--- src/rtl/store_checker_table.sv ---
// Expected-store table: DEPTH (address, data) pairs with one write port and a
// combinational read port. Out-of-range writes are dropped, reads return 0.
module store_checker_table #(
    parameter int AW    = 32,
    parameter int DW    = 32,
    parameter int DEPTH = 8,
    localparam int IW   = $clog2(DEPTH)
) (
    input  logic          clk,
    input  logic          reset,
    input  logic          we,
    input  logic [IW-1:0] widx,
    input  logic [AW-1:0] waddr,
    input  logic [DW-1:0] wdata,
    input  logic [IW-1:0] ridx,
    output logic [AW-1:0] raddr,
    output logic [DW-1:0] rdata
);
    localparam logic [IW:0] DEPTH_L = (IW+1)'(DEPTH);

    logic [AW-1:0] addr_mem [DEPTH];
    logic [DW-1:0] data_mem [DEPTH];

    always_ff @(posedge clk or posedge reset) begin
        if (reset) begin
            for (int i = 0; i < DEPTH; i++) begin
                addr_mem[i] <= '0;
                data_mem[i] <= '0;
            end
        end else if (we && ({1'b0, widx} < DEPTH_L)) begin
            addr_mem[widx] <= waddr;
            data_mem[widx] <= wdata;
        end
    end

    // Non-power-of-two depths leave index codes with no backing entry.
    always_comb begin
        raddr = '0;
        rdata = '0;
        if ({1'b0, ridx} < DEPTH_L) begin
            raddr = addr_mem[ridx];
            rdata = data_mem[ridx];
        end
    end
endmodule

--- config.mk ---
export PLATFORM = sky130hd
export DESIGN_NAME = store_checker_table
export DESIGN_NICKNAME = d
export VERILOG_FILES = /design/src/rtl/store_checker_table.sv
export SDC_FILE = /design/constraint.sdc
export NUM_CORES = 1
export LEC_CHECK = 0
export CORE_MARGIN = 1
export CORE_UTILIZATION = 45
export CTS_CLUSTER_SIZE = 40
export DETAILED_ROUTE_END_ITERATION = 10
export PLACE_DENSITY = 0.59
export SYNTH_ARGS = -nofsm -noshare
export SYNTH_HDL_FRONTEND = slang
export SYNTH_SLANG_ARGS = --single-unit
--- constraint.sdc ---
create_clock -name clk -period 31.4 [get_ports clk]
set_clock_uncertainty 0.05 [all_clocks]
set_input_delay 6.28 -clock clk [delete_from_list [all_inputs] [get_ports clk]]
set_output_delay 6.28 -clock clk [all_outputs]
set_load 0.01 [all_outputs]
# Word level (Yosys, flattened, before mapping)
# Cells that the tools add are included.
# word_totals
register_bits	512
inputBits	73
elab_cells	32
# classes
order_cmp	3
muxes	10
bitwise	2
n_reduce_logical	1
# ops
cell	count
256-bit bitwise mux	2
32-bit binary-select mux with 3-bit select	2
32-bit two-way mux	5
32-bit demux with 3-bit select	1
4-bit >= comparator, second input constant	2
3-bit NOT with 4-bit output	2
4-bit by 1-bit less-than comparator with 1-bit output, second input constant	1
1-bit logical AND	1

# Logic depth before layout (Yosys ltp)
# Gate-level depths: netlist of run 1.
# depth
depth_word	6
mapped_depth	4

# Worst setup path after synthesis of run 1
# OpenSTA, ideal clock, no wires.
# synth_path
path_kind	input port to output port
from	input ridx[0]
to	output raddr[11]
arrival_time_ps	7438
slack_ps	17632
stages	4
n_path_buf	2
cell_sequence	buf_6 -> buf_4 -> mux4_2 -> mux2_2
# synth_between
elab_chain_len	4
# synth_lines
item	line_no	text
start, declared	15	input logic [IW-1:0] ridx,
3-bit NOT with 4-bit output (implied by the code)	41	raddr = addr_mem[ridx];
32-bit binary-select mux with 3-bit select	41	
32-bit two-way mux (implied by the code) (2 in series)	41	
end, declared	16	output logic [AW-1:0] raddr,
# No other way between the ends. The select of a mux whose other input is x is not followed.

# Worst setup path after layout of run 1
# layout_path
from	input ridx[2]
to	output raddr[19]
# The elaborated chain is that of the path after synthesis.

==> flow_summary.ini, run 1 <==
[outcome]
outcome = finished clean

[detailed_routing]
drtIter0Drc = 548
num_vias = 11960
detail-route-antenna-nets = 0
drt-wirelength-per-cell_um = 23.12
route.final.wire_length_um = 49940
drtPass1Iterations = 4
drc = 0
avgViaCountPerCell = 5.537

[critical_path]
critPathCapture = raddr[19]
worstPathMaxFanout = 69
critical_path_cell_by_cell = buf_6, buf_4, mux4_2, mux2_2, clkdlybuf4s50_1
worst_r2r_endpoint = data_mem[41]
slowest_delay_ps = 850
r2r_setup_slack_ps = 30580
cp_slowest_cell = buf_4
timing.critical_path.from_type = primary input
worst-r2r-cell-count = 1
timing.critical_path.max_delay_family = buffers and inverters
kind_of_capture_point_of_the_worst_setup_path = output port
arrival_time_at_the_worst_endpoint_ps = 9020
cp_data_required_time_ps = 25070
crit_type = primary input to output port
critical_path_cell_count = 5
critPathBufInv = 3
r2r-start = data_mem[41]
crit_path_start = ridx[2]

[finish]
syn2layout_area_growth_pct = 16.35
number_of_nets_in_the_final_layout = 1516
fin_cells = 2160
multiInputGateArea_um2 = 9465
regArea_um2 = 12810
layout_cell_share_with_drive_strength_beyond_1_pct = 55.14
n_fill_cell = 4195
final_core_utilization_pct = 52.94

[power_and_ir_drop]
static-leakage-power_nw = 10.94
power-per-cell-area_nw_per_um2 = 71.10
ir_worst_vdd_v = 0.00003820

[cts]
tritoncts = yes
cts_root_buffer = clkbuf_16
worstSkewPairLatency_ps = 600
cts_resized = 0
post_cts_buffers = 0
path_clk_slew_ps = 50
htreeDepth = 2
cts_buffers = 56
cts-hold-fix-buffers = 0
clockBufferDepth = 3
numClockSinks = 512

[timing]
final.period_utilization_pct = 48.88
setup_total_negative_slack_ps = 0
final-setup-viol-count = 0
hold_viol_final = 0
finalCriticalPeriod_ps = 15350
grt_setup_unrepaired = false
timing.final.max_slew_violations = 0
max_freq_ghz = 0.06515
measured_slew_at_the_worst_slew_check_pin_ps = 1013
maxSlewHeadroom_pct = 32.48

[logic_synthesis]
synth_fp_nets = 1388
synth_sequential_area_ratio_pct = 56.24
synth.distinct_cells = 13
per_instance_average_area_after_synthesis_um2 = 17.33
ys_seq_elements = 512
synth.cell_area_um2 = 22780
postSynthCellCount = 1315
yosysWarningCount = 0

[grt]
antenna_violations_before_repair = 2
grt_first_pass_wirelength_um = 79300
grt-ovfl-total = 0
grt_start_max_net_pins = 123
grt_pass1_vias = 12830
grt_use_total_pct = 20.48

[hold_path]
hold_path.class = flop to flop

[floorplanning]
fp.dieArea_um2 = 51530
fp.dieH_um = 227.0
core_region_area_um2 = 50070
number_of_rows_created_at_floorplan = 82
io_pins = 137
starting_density_of_the_core_pct = 45.50
die_width_um = 227.0

[flow_run]
timing.max_cap.violations = 0

[place]
hpwlAfterDp_um = 26710
dp.cells = 2057
io_buffers = 136
gp_routability_congestion = 0.6833
-- synthesized netlist by cell type (all sizes together) --
master | n | share of area (%)
mux2 | 576 | 28
dfrtp | 512 | 56
mux4 | 128 | 13
buf | 81 | 2.1
clkbuf | 9 | 0.15
and4bb | 3 | 0.16
nand4b | 3 | 0.12
inv | 1 | 0.016
nand4 | 1 | 0.027
nor4b | 1 | 0.038
-- cell type report --
cell class | count | share of cell area (%)
Sequential cell | 512 | 48.33
Multi-Input combinational cell | 712 | 35.71
Clock buffer | 89 | 6.405
Timing Repair Buffer | 160 | 5.829
Tap cell | 672 | 3.172
Clock inverter | 13 | 0.5003
Inverter | 1 | 0.04248
Antenna cell | 1 | 0.009440
-- logic make-up (layout without fill, tap and decap cells) --
kind of cell	Yosys count	in the layout	share of synthesized area (%)
and+or+nand+nor	8	8	0.3460
other	0	1	0
muxes	704	704	41.12
buffers and inverters	91	263	2.296
DFF	512	512	56.24
-- per-layer routing --
metal	part of all wire (%)	wire length (um)	track usage, %	up-vias
met5	0.034	17	0	-
met1	45	22350	28.24	6503
met3	3.4	1717	3.743	68
li1	-	-	-	5245
met4	1.9	939	4.698	2
met2	50	24910	33.84	142
-- power breakdown --
part | switching [W] | internal [W] | total, W
clock network | 0.000263 | 0.000385 | 0.000648
logic | 0.000123 | 0.000241 | 0.000365
registers | 0.0000663 | 0.000805 | 0.000872
total | 0.000453 | 0.00143 | 0.00188
-- cells in the final DEF (no fill, tap or decap) --
cell	netlist	layout
bufinv_16	0	2
clkdlybuf4s50_1	0	133
diode_2	0	1
inv_8	0	1
clkbuf_16	0	58
buf_6	11	1
mux2_2	576	576
clkinv_8	0	1
buf_4	9	25
clkinvlp_4	0	1
nand4b_1	3	3
nor4b_2	0	1
clkbuf_1	9	18
buf_8	0	1
clkbuf_8	0	13
dfrtp_1	512	512
clkinv_4	0	1
clkinv_2	0	8
nand4_1	1	1
and4bb_4	0	3
mux4_2	128	128
-- registers in the layout, summed over array words and instances (netlist names) --
signal and cells:
data_mem 256, addr_mem 256
-- how the worst min path moves through the flow --
stage	startpoint	end	slack, ps	depth (start not counted)
after floorplan	data_mem[59]	data_mem[59]	420	1
after global routing	data_mem[31]	data_mem[31]	460	1
after CTS	data_mem[33]	data_mem[33]	450	1
final	addr_mem[48]	addr_mem[48]	450	1
after global placement	data_mem[63]	data_mem[63]	430	1
after detailed placement	data_mem[33]	data_mem[33]	440	1
-- metrics by stage --
step	power (W)	hold WS, ps	setup WS, ps	area [um2]
after CTS	0.001913	450.3	15940	26510
after detailed placement	0.001254	437.1	15940	24670
after global placement	0.001241	431.6	15950	24670
after global routing	0.001984	458.9	15840	26510
final	0.001885	447.0	16050	26510
after floorplan	0.001128	423.8	10770	22780
(Power assumes the default switching activity.)
==> run 2, diff against run 1 <==
--- a/config.mk
+++ b/config.mk
@@ -9,7 +9,7 @@
 export CORE_UTILIZATION = 45
 export CTS_CLUSTER_SIZE = 40
 export DETAILED_ROUTE_END_ITERATION = 10
-export PLACE_DENSITY = 0.59
+export PLACE_DENSITY = 0.62
 export SYNTH_ARGS = -nofsm -noshare
 export SYNTH_HDL_FRONTEND = slang
 export SYNTH_SLANG_ARGS = --single-unit
==> constraint.sdc (replaced) <==
create_clock -name clk -period 13.9 [get_ports clk]
set_clock_uncertainty 0.05 [all_clocks]
set_input_delay 2.78 -clock clk [delete_from_list [all_inputs] [get_ports clk]]
set_output_delay 2.78 -clock clk [all_outputs]
set_load 0.01 [all_outputs]
==> run 2 against run 1 <==
Flip-flop and latch count unchanged. Sequential share of layout area about the same. Hold slack better by 1.2 ps. Critical path type unchanged. Largest power group unchanged. Critical endpoint is now raddr[2]. First-iteration DRC count is 7.3% higher. Via count is 0.84% higher. Die area unchanged. Critical path depth did not move. Largest cell class unchanged.
==> flow_summary.ini, run 2 (synthesis gave the netlist of run 1 again) <==
[outcome]
outcome = finished clean

[finish]
syn2layout_area_growth_pct = 16.37
mostFrequentLayoutCell = mux2_2
largest_registers = addr_mem (256), data_mem (256)
number_of_nets_in_the_final_layout = 1512
layout_common_cells = 576 x mux2_2, 512 x dfrtp_1, 133 x clkdlybuf4s50_1, 128 x mux4_2, 57 x clkbuf_16
multiInputGateArea_um2 = 9465
regArea_um2 = 12810
n_fill_cell = 4142
final_core_utilization_pct = 52.95
layout_cell_share_with_drive_strength_beyond_1_pct = 55.39

[critical_path]
crit_path_start = ridx[2]
worst-r2r-cell-count = 1
cp_data_required_time_ps = 11070
worstPathMaxFanout = 73
r2r-start = data_mem[237]
r2r_setup_slack_ps = 13070
critPathCapture = raddr[2]
arrival_time_at_the_worst_endpoint_ps = 5500
kind_of_capture_point_of_the_worst_setup_path = output port
crit_type = primary input to output port
timing.critical_path.from_type = primary input
worst_r2r_endpoint = data_mem[237]

[detailed_routing]
route.final.wire_length_um = 49980
drt-wirelength-per-cell_um = 23.17
num_vias = 12060
drtIter0Drc = 588
drtPass1Iterations = 4
avgViaCountPerCell = 5.591
drc = 0
detail-route-antenna-nets = 0

[grt]
grt_pass1_vias = 13070
grt_first_pass_wirelength_um = 79310
grt_start_max_net_pins = 164
grt_use_total_pct = 20.41
grt-ovfl-total = 0
antenna_violations_before_repair = 4

[cts]
cts-hold-fix-buffers = 0
clockBufferDepth = 3
cts_root_buffer = clkbuf_16
cts_resized = 0
numClockSinks = 512
worstSkewPairLatency_ps = 600
post_cts_buffers = 0
path_clk_slew_ps = 60
cts_buffers = 55
htreeDepth = 2
tritoncts = yes

[timing]
measured_slew_at_the_worst_slew_check_pin_ps = 1095
postLayoutSetupSlackWorst_ps = 5565
final.period_utilization_pct = 59.96
finalCriticalPeriod_ps = 8335
hold_viol_final = 0
timing.final.max_slew_violations = 0
final-setup-viol-count = 0
grt_setup_unrepaired = false
max_freq_ghz = 0.1200
maxSlewHeadroom_pct = 27.00
setup_total_negative_slack_ps = 0

[floorplanning]
number_of_rows_created_at_floorplan = 82
die_width_um = 227.0
starting_density_of_the_core_pct = 45.50
core_region_area_um2 = 50070
fp.dieArea_um2 = 51530
io_pins = 137
fp.dieH_um = 227.0

[flow_run]
timing.max_cap.violations = 0

[power_and_ir_drop]
static-leakage-power_nw = 10.95
ir_worst_vdd_v = 0.00009738
power-per-cell-area_nw_per_um2 = 160.9

[place]
post-place-ws_ps = 5483
gp_routability_congestion = 0.7014
io_buffers = 136
hpwlAfterDp_um = 26480

[hold_path]
hold_path.class = flop to flop
min_from = addr_mem[61]
## run 2: changes by cell type in the layout (fill, tap and decap cells not counted), sizes merged
cell	previous run	this run
clkbuf	89	84
bufinv	2	3
clkinv	10	14
clkinvlp	1	2
inv	1	0
buf	27	24
## run 2: worst max-delay path: stages
cell,delay [ps]
buf_6,600
buf_4,830
mux4_2,410
mux2_2,270
clkdlybuf4s50_1,550
## run 2: worst min path at each step
stage | to | cells past startpoint | slack, ps
2_1_floorplan | data_mem[59] | 1 | 420
3_3_place_gp | addr_mem[57] | 1 | 430
3_5_place_dp | addr_mem[61] | 1 | 440
4_1_cts | data_mem[28] | 1 | 450
5_1_grt | addr_mem[72] | 1 | 460
6_report | addr_mem[61] | 1 | 450
## run 2: per-stage QoR
step | cells | hold slack [ps] | area [um2] | total power, W
after CTS | 2156 | 450.8 | 26510 | 0.004327
after global placement | 2054 | 431.6 | 24670 | 0.002802
after global routing | 2157 | 457.9 | 26510 | 0.004488
final | 2157 | 448.2 | 26510 | 0.004265
after floorplan | 1315 | 423.8 | 22790 | 0.002548
after detailed placement | 2054 | 437.2 | 24670 | 0.002836
## run 2: power by group
part / leakage (nW) / total (W) / switching, W / internal, W
registers: 6.14 / 0.00197 / 0.000153 / 0.00182
clock network: 0.916 / 0.00147 / 0.000588 / 0.000878
logic: 3.89 / 0.000826 / 0.000281 / 0.000546
## run 2: layout make-up
| class | count | share of cell area [%] |
|---|---|---|
| Antenna cell | 1 | 0.009439 |
| Clock buffer | 84 | 6.291 |
| Clock inverter | 18 | 0.6324 |
| Inverter | 1 | 0.02832 |
| Multi-Input combinational cell | 712 | 35.70 |
| Sequential cell | 512 | 48.33 |
| Tap cell | 672 | 3.171 |
| Timing Repair Buffer | 157 | 5.838 |
## run 2: metal layers
metal  global-route usage, %  vias to the layer above  routed length [um]  share of wire [%]
met5                       0                        -                  34              0.068
met4                   4.979                        6                1007                2.0
met3                   4.130                       71                1955                3.9
met2                   32.98                      149               24230                 48
met1                   28.44                     6601               22760                 46
li1                        -                     5233                   -                  -
==> run 3, diff against run 2 <==
--- a/config.mk
+++ b/config.mk
@@ -9,7 +9,7 @@
 export CORE_UTILIZATION = 45
 export CTS_CLUSTER_SIZE = 40
 export DETAILED_ROUTE_END_ITERATION = 10
-export PLACE_DENSITY = 0.62
+export PLACE_DENSITY = 0.59
 export SYNTH_ARGS = -nofsm -noshare
 export SYNTH_HDL_FRONTEND = slang
 export SYNTH_SLANG_ARGS = --single-unit
==> constraint.sdc (replaced) <==
create_clock -name clk -period 8.33 [get_ports clk]
set_clock_uncertainty 0.05 [all_clocks]
set_input_delay 1.666 -clock clk [delete_from_list [all_inputs] [get_ports clk]]
set_output_delay 1.666 -clock clk [all_outputs]
set_load 0.01 [all_outputs]
==> run 3 against run 2 <==
Flip-flop and latch count unchanged. Design area increased by 0.15%. Register-to-register slack got worse by 5600 ps. Non-clock buffer count increased by 2. Clock power increased by 68%. Total power increased by 67%. Worst setup slack got worse by 3100 ps. Utilization increased by 0.077 points. Final cell count decreased by 0.14%. Via count decreased by 1.1%. Sequential share of layout area decreased by 0.071 points. Critical path type unchanged. Critical endpoint is now rdata[15]. Largest power group unchanged.
==> flow_summary.ini, run 3 (synthesis gave the netlist of run 1 again) <==
[outcome]
outcome = finished clean

[cts]
path_clk_slew_ps = 50
clockBufferDepth = 3
cts_buffers = 56
tritoncts = yes
cts_root_buffer = clkbuf_16
htreeDepth = 2
cts-hold-fix-buffers = 0
cts_resized = 0
post_cts_buffers = 0
worstSkewPairLatency_ps = 590
numClockSinks = 512

[critical_path]
cp_data_required_time_ps = 6610
worstPathMaxFanout = 58
slowest_delay_ps = 570
crit_type = primary input to output port
critical_path_cell_by_cell = buf_8, buf_4, mux4_2, mux2_2, clkdlybuf4s50_1
cp_slowest_cell = mux4_2
kind_of_capture_point_of_the_worst_setup_path = output port
arrival_time_at_the_worst_endpoint_ps = 4170
timing.critical_path.from_type = primary input

[place]
gp_routability_congestion = 0.6867
io_buffers = 136
placed_area_um2 = 24700
dp.cells = 2056
hpwlAfterDp_um = 26840

[timing]
final.period_utilization_pct = 70.72
hold_viol_final = 0
measured_slew_at_the_worst_slew_check_pin_ps = 1126
max_freq_ghz = 0.1698
timing.final.max_slew_violations = 0
finalCriticalPeriod_ps = 5891
final-setup-viol-count = 0
grt_setup_unrepaired = false
maxSlewHeadroom_pct = 24.56

[detailed_routing]
route.final.wire_length_um = 49930
avgViaCountPerCell = 5.538
highest_metal_layer_with_signal_wires = met4
drt-wirelength-per-cell_um = 23.18
route.layer.met1.wl_um = 22810
routed-wl-met2_um = 24520
drc = 0
drtIter0Drc = 479
detail-route-antenna-nets = 0
num_vias = 11930
met3_length_um = 1817
drtPass1Iterations = 4

[finish]
finalInstanceArea_um2 = 26550
layout_common_cells = 576 x mux2_2, 512 x dfrtp_1, 133 x clkdlybuf4s50_1, 128 x mux4_2, 57 x clkbuf_16
number_of_nets_in_the_final_layout = 1515
syn2layout_area_growth_pct = 16.54
largest_registers = addr_mem (256), data_mem (256)
final_core_utilization_pct = 53.03
fin_cells = 2154
mostFrequentLayoutCell = mux2_2
layout_cell_share_with_drive_strength_beyond_1_pct = 55.37

[power_and_ir_drop]
ir_worst_vdd_v = 0.0002272
power-per-cell-area_nw_per_um2 = 268.7
static-leakage-power_nw = 10.95

[floorplanning]
fp.dieH_um = 227.0
starting_density_of_the_core_pct = 45.50
fp.dieArea_um2 = 51530
io_pins = 137
number_of_rows_created_at_floorplan = 82
die_width_um = 227.0
core_region_area_um2 = 50070

[grt]
grt_use_total_pct = 20.40
antenna_violations_before_repair = 0
grt_start_max_net_pins = 163
grt_first_pass_wirelength_um = 79700
grt_pass1_vias = 13160
grt-ovfl-total = 0

[flow_run]
timing.max_cap.violations = 0

[hold_path]
hold_path.class = flop to flop
run 3: changes by cell type in the layout (fill, tap and decap cells not counted), sizes merged:
cell / delta
clkbuf: +5
buf: +2
bufinv: -1
clkinv: -11
inv: +2
run 3: where the power goes:
part	internal [W]	leakage [nW]	switching (W)	total, W
registers	0.00304	6.14	0.000250	0.00329
logic	0.000912	3.90	0.000466	0.00138
clock network	0.00148	0.910	0.000985	0.00247
total	0.00543	11.0	0.00170	0.00713
run 3: layout make-up:
cell class                 count  area [um2]
clock buffer                  89        1747
timing repair buffer         159        1575
antenna                        1       2.502
clock inverter                 8       100.1
tap                          672       840.8
inverter                       1       7.507
fill                        4132       23520
sequential                   512       12810
multi-input combinational    712        9465
run 3: final timing paths:
| kind | cells past startpoint | slack, ps | end | start |
|---|---|---|---|---|
| worst max-delay path | 5 | 2440 | rdata[15] | ridx[0] |
| worst min-delay path | 1 | 450 | data_mem[44] | data_mem[44] |
| worst max register to register | 1 | 7500 | data_mem[5] | data_mem[5] |
| worst min register to register | 1 | 450 | data_mem[44] | data_mem[44] |
| max in group asynchronous | 4 | 5060 | data_mem[252] | reset |
| min in group asynchronous | 2 | 1560 | addr_mem[87] | reset |
run 3: critical path, delay by kind of cell:
family	cells	cell delay, ps
multiplexers	2	860
buffers and inverters	3	1570
run 3: routing by layer:
layer / track usage [%] / vias to the layer above
li1: - / 5226
met1: 28.37 / 6494
met2: 33.43 / 158
met3: 3.498 / 50
met4: 5.044 / 0
met5: 0 / -
run 3: through the flow:
stage / total power, W / setup TNS [ps] / hold slack [ps] / setup slack [ps]
after floorplan: 0.004252 / -173220 / 423.8 / -338.3
after global routing: 0.007498 / 0 / 457.1 / 2220
final: 0.007133 / 0 / 447.5 / 2439
after CTS: 0.007241 / 0 / 450.2 / 2374
after detailed placement: 0.004731 / 0 / 437.3 / 2378
after global placement: 0.004680 / 0 / 431.7 / 2386
